--- src/rtl/plic_pkg.sv ---
// Shared types and defaults for the PLIC interrupt gateway.
package plic_pkg;

  typedef enum logic [1:0] {
    ST_IDLE     = 2'd0,
    ST_REQ      = 2'd1,
    ST_INFLIGHT = 2'd2
  } gw_state_e;

  localparam int SYNC_STAGES_DEF = 2;
  localparam int CNT_W_DEF       = 3;

endpackage

--- src/rtl/plic_sync_chain.sv ---
// Multi-flop synchronizer for an asynchronous single-bit input; reset clears every stage.
module plic_sync_chain #(
  parameter int DEPTH = 2
) (
  input  logic clock,
  input  logic reset,
  input  logic d,
  output logic q
);

  logic [DEPTH-1:0] stage;

  always_ff @(posedge clock) begin
    if (reset) stage <= '0;
    else       stage <= {stage[DEPTH-2:0], d};
  end

  assign q = stage[DEPTH-1];

endmodule

--- src/rtl/plic_irq_gateway.sv ---
// PLIC interrupt gateway: synchronizes a source, tracks pending edges (edge mode)
// and runs the request / in-flight / complete handshake toward the PLIC.
//
// state       | meaning
// ------------|-----------------------------------------------------------
// ST_IDLE     | nothing outstanding; waits for src level or count > 0
// ST_REQ      | io_plic_valid high, held until the PLIC accepts it
// ST_INFLIGHT | accepted by the PLIC, waiting for the completion pulse
module plic_irq_gateway
  import plic_pkg::*;
#(
  parameter int SYNC_STAGES = SYNC_STAGES_DEF,
  parameter int EDGE        = 0,
  parameter int CNT_W       = CNT_W_DEF
) (
  input  logic clock,
  input  logic reset,
  input  logic io_interrupt,
  output logic io_plic_valid,
  input  logic io_plic_ready,
  input  logic io_plic_complete,
  output logic io_dropped
);

  localparam logic [CNT_W-1:0] CNT_MAX = '1;

  gw_state_e        state, state_nxt;
  logic             src, src_q;
  logic             rise, accept, pending;
  logic [CNT_W-1:0] pend_cnt, cnt_nxt;
  logic             dropped_q, drop_nxt;

  plic_sync_chain #(.DEPTH(SYNC_STAGES)) u_sync (
    .clock (clock),
    .reset (reset),
    .d     (io_interrupt),
    .q     (src)
  );

  assign rise    = src & ~src_q;
  assign accept  = (state == ST_REQ) & io_plic_ready;
  assign pending = (EDGE != 0) ? (pend_cnt != '0) : src;

  // A rise and an accept in the same cycle cancel, so saturation cannot drop that edge.
  always_comb begin
    cnt_nxt  = pend_cnt;
    drop_nxt = 1'b0;
    if (EDGE != 0) begin
      if (rise && !accept) begin
        if (pend_cnt == CNT_MAX) drop_nxt = 1'b1;
        else                     cnt_nxt  = pend_cnt + 1'b1;
      end else if (!rise && accept) begin
        cnt_nxt = pend_cnt - 1'b1;
      end
    end
  end

  always_comb begin
    state_nxt = state;
    case (state)
      ST_IDLE:     if (pending)          state_nxt = ST_REQ;
      ST_REQ:      if (io_plic_ready)    state_nxt = ST_INFLIGHT;
      ST_INFLIGHT: if (io_plic_complete) state_nxt = ST_IDLE;
      default:                           state_nxt = ST_IDLE;
    endcase
  end

  always_ff @(posedge clock) begin
    if (reset) begin
      state     <= ST_IDLE;
      src_q     <= 1'b0;
      pend_cnt  <= '0;
      dropped_q <= 1'b0;
    end else begin
      state     <= state_nxt;
      src_q     <= src;
      pend_cnt  <= cnt_nxt;
      dropped_q <= drop_nxt;
    end
  end

  assign io_plic_valid = (state == ST_REQ);
  assign io_dropped    = dropped_q;

endmodule

--- config.mk ---
export PLATFORM = sky130hd
export DESIGN_NAME = plic_irq_gateway
export DESIGN_NICKNAME = d
export VERILOG_FILES = /design/src/rtl/plic_pkg.sv /design/src/rtl/plic_sync_chain.sv /design/src/rtl/plic_irq_gateway.sv
export SDC_FILE = /design/constraint.sdc
export NUM_CORES = 1
export LEC_CHECK = 0
export CORE_AREA = 2 2 39 41
export CTS_BUF_LIST = sky130_fd_sc_hd__clkbuf_8 sky130_fd_sc_hd__clkbuf_16
export DETAILED_ROUTE_END_ITERATION = 12
export DIE_AREA = 0 0 41 43
export SLEW_MARGIN = 20
export SYNTH_ARGS = -nofsm -noshare
export SYNTH_HDL_FRONTEND = slang
export SYNTH_HIERARCHICAL = 1
export SYNTH_SLANG_ARGS = --single-unit
--- constraint.sdc ---
create_clock -name clock -period 1.4 [get_ports clock]
set_clock_uncertainty 0.05 [all_clocks]
set_input_delay 0.28 -clock clock [delete_from_list [all_inputs] [get_ports clock]]
set_output_delay 0.28 -clock clock [all_outputs]
set_load 0.05 [all_outputs]
==> metrics.txt, run 1 <==
status=completed; share of post-route cells with drive strength above 1=27.3%; first-pass GRT wire length=552 um; Sum Neg Setup Slack=0 ns; fin nets=29; Reg power frac=30.7%; GRT Util Overall=5.32%; CP endpoint kind=output pin; Max IR drop VDD=390 uV; Starting Density=10.4%; Pre-antenna DRT Iters=1; worst path cell trace=nor2b_2, buf_12; Iteration-0 DRC Markers=0; CTS clk-pin slew, worst paths=0.03 ns; P_sw=75.8 uW; total internal power=325 uW; maximum number of pins on one net before global-route repair=6; vias in the first global route=140; max-slew violation count=0; CTS Sinks=4; WP data arrival=0.93 ns; largest buffer count on any clock path=2; sequential cell area=80.1 um^2; flops & latches, synth=4; htree depth=1; cts hold-fix bufs=0; maxcap violations=0; Port Buffers=5; Area Growth Syn to Fin=86.1%; Post-Syn Area=144 um^2; worst endpoint required time=1.07 ns; GR Overflow Total=0; most frequent cells in the layout=4 x clkdlybuf4s50_1, 4 x dfxtp_1, 3 x clkbuf_8; final worst path period need=1.26 ns; critical path launch point=state[0]; die height=43 um; post-synthesis net count=19; Resize count post-CTS=0; core area=1380 um^2; critical path type=reg2out; post-synthesis instance total=14; setup ws final=0.139 ns; Critical Path Source Type=flop; combinational share of power=9.9%; # fillers=155; CTS tree=yes; highest clock rate=0.793 GHz; DR WL/cell=6.97 um; antenna violations before repair=0; Final Hold Fails=0; n_diodes=0; vias=122; post-place setup slack=0.0992 ns; Critical-path top delay cell=dfxtp_1; Distinct cells, synth=9; Final setup violation count=0; Die ar.=1760 um^2; drt total wl=265 um; non-filler cells, final=38; multi-input combinational cell area=58.8 um^2; GP Congestion=0.584; # IOs=7; clock root buffer master=clkbuf_8; clock network fraction of design power=59.4%; Seq/Total Area, Yosys=55.7%; Yosys warnings=6; drc violations=0; Post-CTS Setup Bufs=0; pwr dens=1490 nW/um^2; # placed instances=35; RSZ-0062 raised after global routing=false; post-route ant nets=0; period utilisation layout=90.1%; leakage=0.0996 nW; synthesized area per cell=10.3 um^2; DP HPWL=205 um; clk_lat worst skew=0.21 ns; Max Fanout on Critical Path=5; total CTS buffers=3; CP max stage delay=0.36 ns; hold_sp=u_sync/stage[0]; Min-Delay Path Class=reg2reg; post-DR vias/cell=3.21; fraction of power spent switching nets=18.9%; die width=41 um; Rows=14; FF-to-FF Start=state[1]
## critical path: cells and delay by family (launching register included)
| family | cells | cell delay, ns |
|---|---|---|
| flip-flops | 1 | 0.36 |
| buffers and inverters | 1 | 0.15 |
| AND/OR/NAND/NOR | 1 | 0.21 |
## power by group through the flow
stage	logic [mW]	registers [mW]	clock network [mW]
after detailed placement	0.0403	0.124	0
after global routing	0.0435	0.124	0.258
after floorplan	0.0199	0.124	0
after global placement	0.0399	0.124	0
after CTS	0.0405	0.123	0.248
final	0.0398	0.123	0.238
## cells by family after synthesis
logic type / after synthesis / synth area share, %
AOI/OAI and AO/OA: 2 / 9.56
buffers and inverters: 1 / 5.22
DFF: 4 / 55.7
other: 1 / 2.61
and+or+nand+nor: 6 / 27.0
## layout make-up
class / count / share of cell area, %
well taps: 16 / 7.48
multi-input cells: 9 / 22.0
clock buffers: 3 / 15.4
repair buffers: 6 / 25.2
flip-flops and latches: 4 / 29.9
## path summary, 6_finish.rpt
kind / to / slack [ns] / cells past startpoint
worst max register to register: state[1] / 0.44 / 2
worst min-delay path: u_sync/stage[1] / 0.39 / 1
worst max-delay path: io_plic_valid / 0.14 / 2
worst min register to register: u_sync/stage[1] / 0.39 / 1
## metal layers
metal | up-vias | GRT usage, % | share of wire, %
li1 | 61 | - | -
met1 | 55 | 5.47 | 46
met2 | 6 | 5.63 | 43
met3 | 0 | 3.14 | 9.8
met4 | 0 | 8.00 | 0
met5 | - | 0 | 0
## through the flow
step                hold WS (ns)  total power, mW  utilization (%)  area (um^2)
floorplan                  0.299            0.143                -          146
global placement           0.366            0.164             16.4          226
detailed placement         0.388            0.165             16.4          226
CTS                        0.396            0.411             19.3          268
global route               0.405            0.425             19.3          268
finish                     0.395            0.400             19.3          268
## state kept, by name (all words and copies together), names as in the netlist
signal / cells
state: 2
u_sync/stage: 2
## synthesized netlist by cell type (all sizes together)
library cell  number  area (um^2)
nor2b              3         18.8
nor2               1         3.75
conb               1         3.75
nand3b             1         7.51
a2111oi            1         8.76
or3b               1         8.76
dfxtp              4         80.1
buf                1         7.51
a21oi              1         5.00
No activity file was read; power rests on OpenSTA's default activity.
==> run 2, diff against run 1 <==
SLEW_MARGIN = default   (was 20)
==> results of run 2 <==
No change in the layout: final DEF, timing and power equal those of run 1.
==> run 3, diff against run 2 <==
--- a/config.mk
+++ b/config.mk
@@ -8,4 +8,5 @@
 export CORE_AREA = 2 2 39 41
 export CTS_BUF_LIST = sky130_fd_sc_hd__clkbuf_8 sky130_fd_sc_hd__clkbuf_16
+export CTS_CLUSTER_SIZE = 12
 export DETAILED_ROUTE_END_ITERATION = 12
 export DIE_AREA = 0 0 41 43
==> constraint.sdc (replaced) <==
create_clock -name clock -period 1.4 [get_ports clock]
set_clock_uncertainty 0.05 [all_clocks]
set_input_delay 0.21 -clock clock [delete_from_list [all_inputs] [get_ports clock]]
set_output_delay 0.21 -clock clock [all_outputs]
set_load 0.05 [all_outputs]
==> metrics.txt, run 3 (synthesized netlist as in run 1, its figures left out) <==
status=completed; antenna violations before repair=0 (unchanged); maxcap violations=0 (unchanged); Most Used Layer, Global Route=met4; GR Overflow Total=0 (unchanged); leakage=0.0995 nW (-0.16%); pwr dens=1520 nW/um^2 (+2.0%); period utilisation layout=88.8% (-1.2 points); Max IR drop VDD=308 uV (-21%); fraction of power spent switching nets=19.8% (+0.85 points); clock network fraction of design power=60.0% (+0.6 points); Die ar.=1760 um^2 (unchanged); combinational share of power=9.7% (-0.2 points); vias=129 (+5.7%); RSZ-0062 raised after global routing=false; # fillers=156 (+0.65%); htree depth=1 (unchanged); delay-heaviest family, CP=flip-flops; met2 usage=5.63% (unchanged); # IOs=7 (unchanged); Post-CTS Setup Bufs=0 (unchanged); met3 Track Usage GR=6.28% (+3.1 points); post-DR vias/cell=3.39 (+5.7%); die height=43 um (unchanged); hold_sp=u_sync/stage[0]; CP endpoint kind=output pin; Critical Path Source Type=flop; post-route ant nets=0 (unchanged); most frequent cells in the layout=4 x clkdlybuf4s50_1, 4 x dfxtp_1, 3 x nor2b_1, 3 x clkbuf_8; Reg power frac=30.3% (-0.4 points); vias in the first global route=148 (+5.7%); Iteration-0 DRC Markers=0 (unchanged); total internal power=324 uW (about the same); clock root buffer master=clkbuf_8; highest clock rate=0.804 GHz (+1.4%); share of post-route cells with drive strength above 1=22.7% (-4.5 points); Critical-path top delay cell=dfxtp_1; critical path type=reg2out; Pre-antenna DRT Iters=1 (unchanged); total CTS buffers=3 (unchanged); worst path bufs/invs=1 (unchanged); max-slew violation count=0 (unchanged); critical path launch point=state[0]; GRT Util Overall=5.52% (+0.20 points); CP max stage delay=0.36 ns (about the same); die width=41 um (unchanged); FF-to-FF Start=state[0]; cts hold-fix bufs=0 (unchanged); biggest regs=state x2, u_sync/stage x2; P_sw=80.0 uW (+5.5%); DP HPWL=205 um (about the same); DR WL/cell=7.34 um (+5.3%); Final Hold Fails=0 (unchanged); n_diodes=0 (unchanged); CTS tree=yes; Final setup violation count=0 (unchanged); GP Congestion=0.577 (-1.3%); first-pass GRT wire length=517 um (-6.3%); WP data arrival=0.98 ns (+0.05 ns); drt total wl=279 um (+5.3%); Rows=14 (unchanged); core area=1380 um^2 (unchanged); GRT met1 Usage=4.17% (-1.3 points); clk_lat worst skew=0.22 ns (about the same); Port Buffers=5 (unchanged); Starting Density=10.4% (unchanged); CTS clk-pin slew, worst paths=0.03 ns (about the same); fin nets=29 (unchanged); Min-Delay Path Class=reg2reg; largest buffer count on any clock path=2 (unchanged); Max Fanout on Critical Path=5 (unchanged); maximum number of pins on one net before global-route repair=6 (unchanged); Sum Neg Setup Slack=0 ns (unchanged); final worst path period need=1.24 ns (-0.0171 ns); Resize count post-CTS=0 (unchanged); worst endpoint required time=1.14 ns (+0.07 ns); Tot Pwr=404 uW (+1.0%); worst path cell trace=nor2b_1, buf_12; CTS Sinks=4 (unchanged); Area Growth Syn to Fin=84.3%; drc violations=0 (unchanged)
## run 3: final cells by class
cell class	instances	area, um^2	area share [%]
clock buffer	3	41.3	15.6
multi-input combinational	9	56.3	21.2
sequential	4	80.1	30.2
tap	16	20.0	7.55
timing repair buffer	6	67.6	25.5
## run 3: path summary, 6_finish.rpt
check	to	slack [ns]	cells after the start
worst min-delay path	u_sync/stage[1]	0.40	1
worst max-delay path	io_plic_valid	0.16	2
worst max register to register	state[1]	0.45	2
worst min register to register	u_sync/stage[1]	0.40	1
## run 3: stage by stage
| stage | std cells | setup WS (ns) | area (um^2) | hold slack (ns) | util (%) |
|---|---|---|---|---|---|
| after floorplan | 14 | 0.0670 | 144 | 0.229 | - |
| after global placement | 35 | 0.187 | 224 | 0.366 | 16.2 |
| after detailed placement | 35 | 0.192 | 224 | 0.395 | 16.2 |
| after CTS | 38 | 0.141 | 265 | 0.400 | 19.2 |
| after global routing | 38 | 0.113 | 265 | 0.414 | 19.2 |
| final | 38 | 0.156 | 265 | 0.397 | 19.2 |
## run 3: power by group through the flow
stage                     clock network, mW  logic [mW]  registers [mW]
after floorplan                           0      0.0194           0.123
after global placement                    0      0.0392           0.124
after detailed placement                  0      0.0396           0.124
after CTS                             0.249      0.0397           0.123
after global routing                  0.261      0.0422           0.123
final                                 0.243      0.0392           0.123
## run 3: metal layers
| layer | part of all wire, % | vias to the layer above |
|---|---|---|
| met5 | 0 | - |
| met2 | 36 | 9 |
| met3 | 15 | 4 |
| met1 | 40 | 55 |
| met4 | 8.2 | 0 |
| li1 | - | 61 |
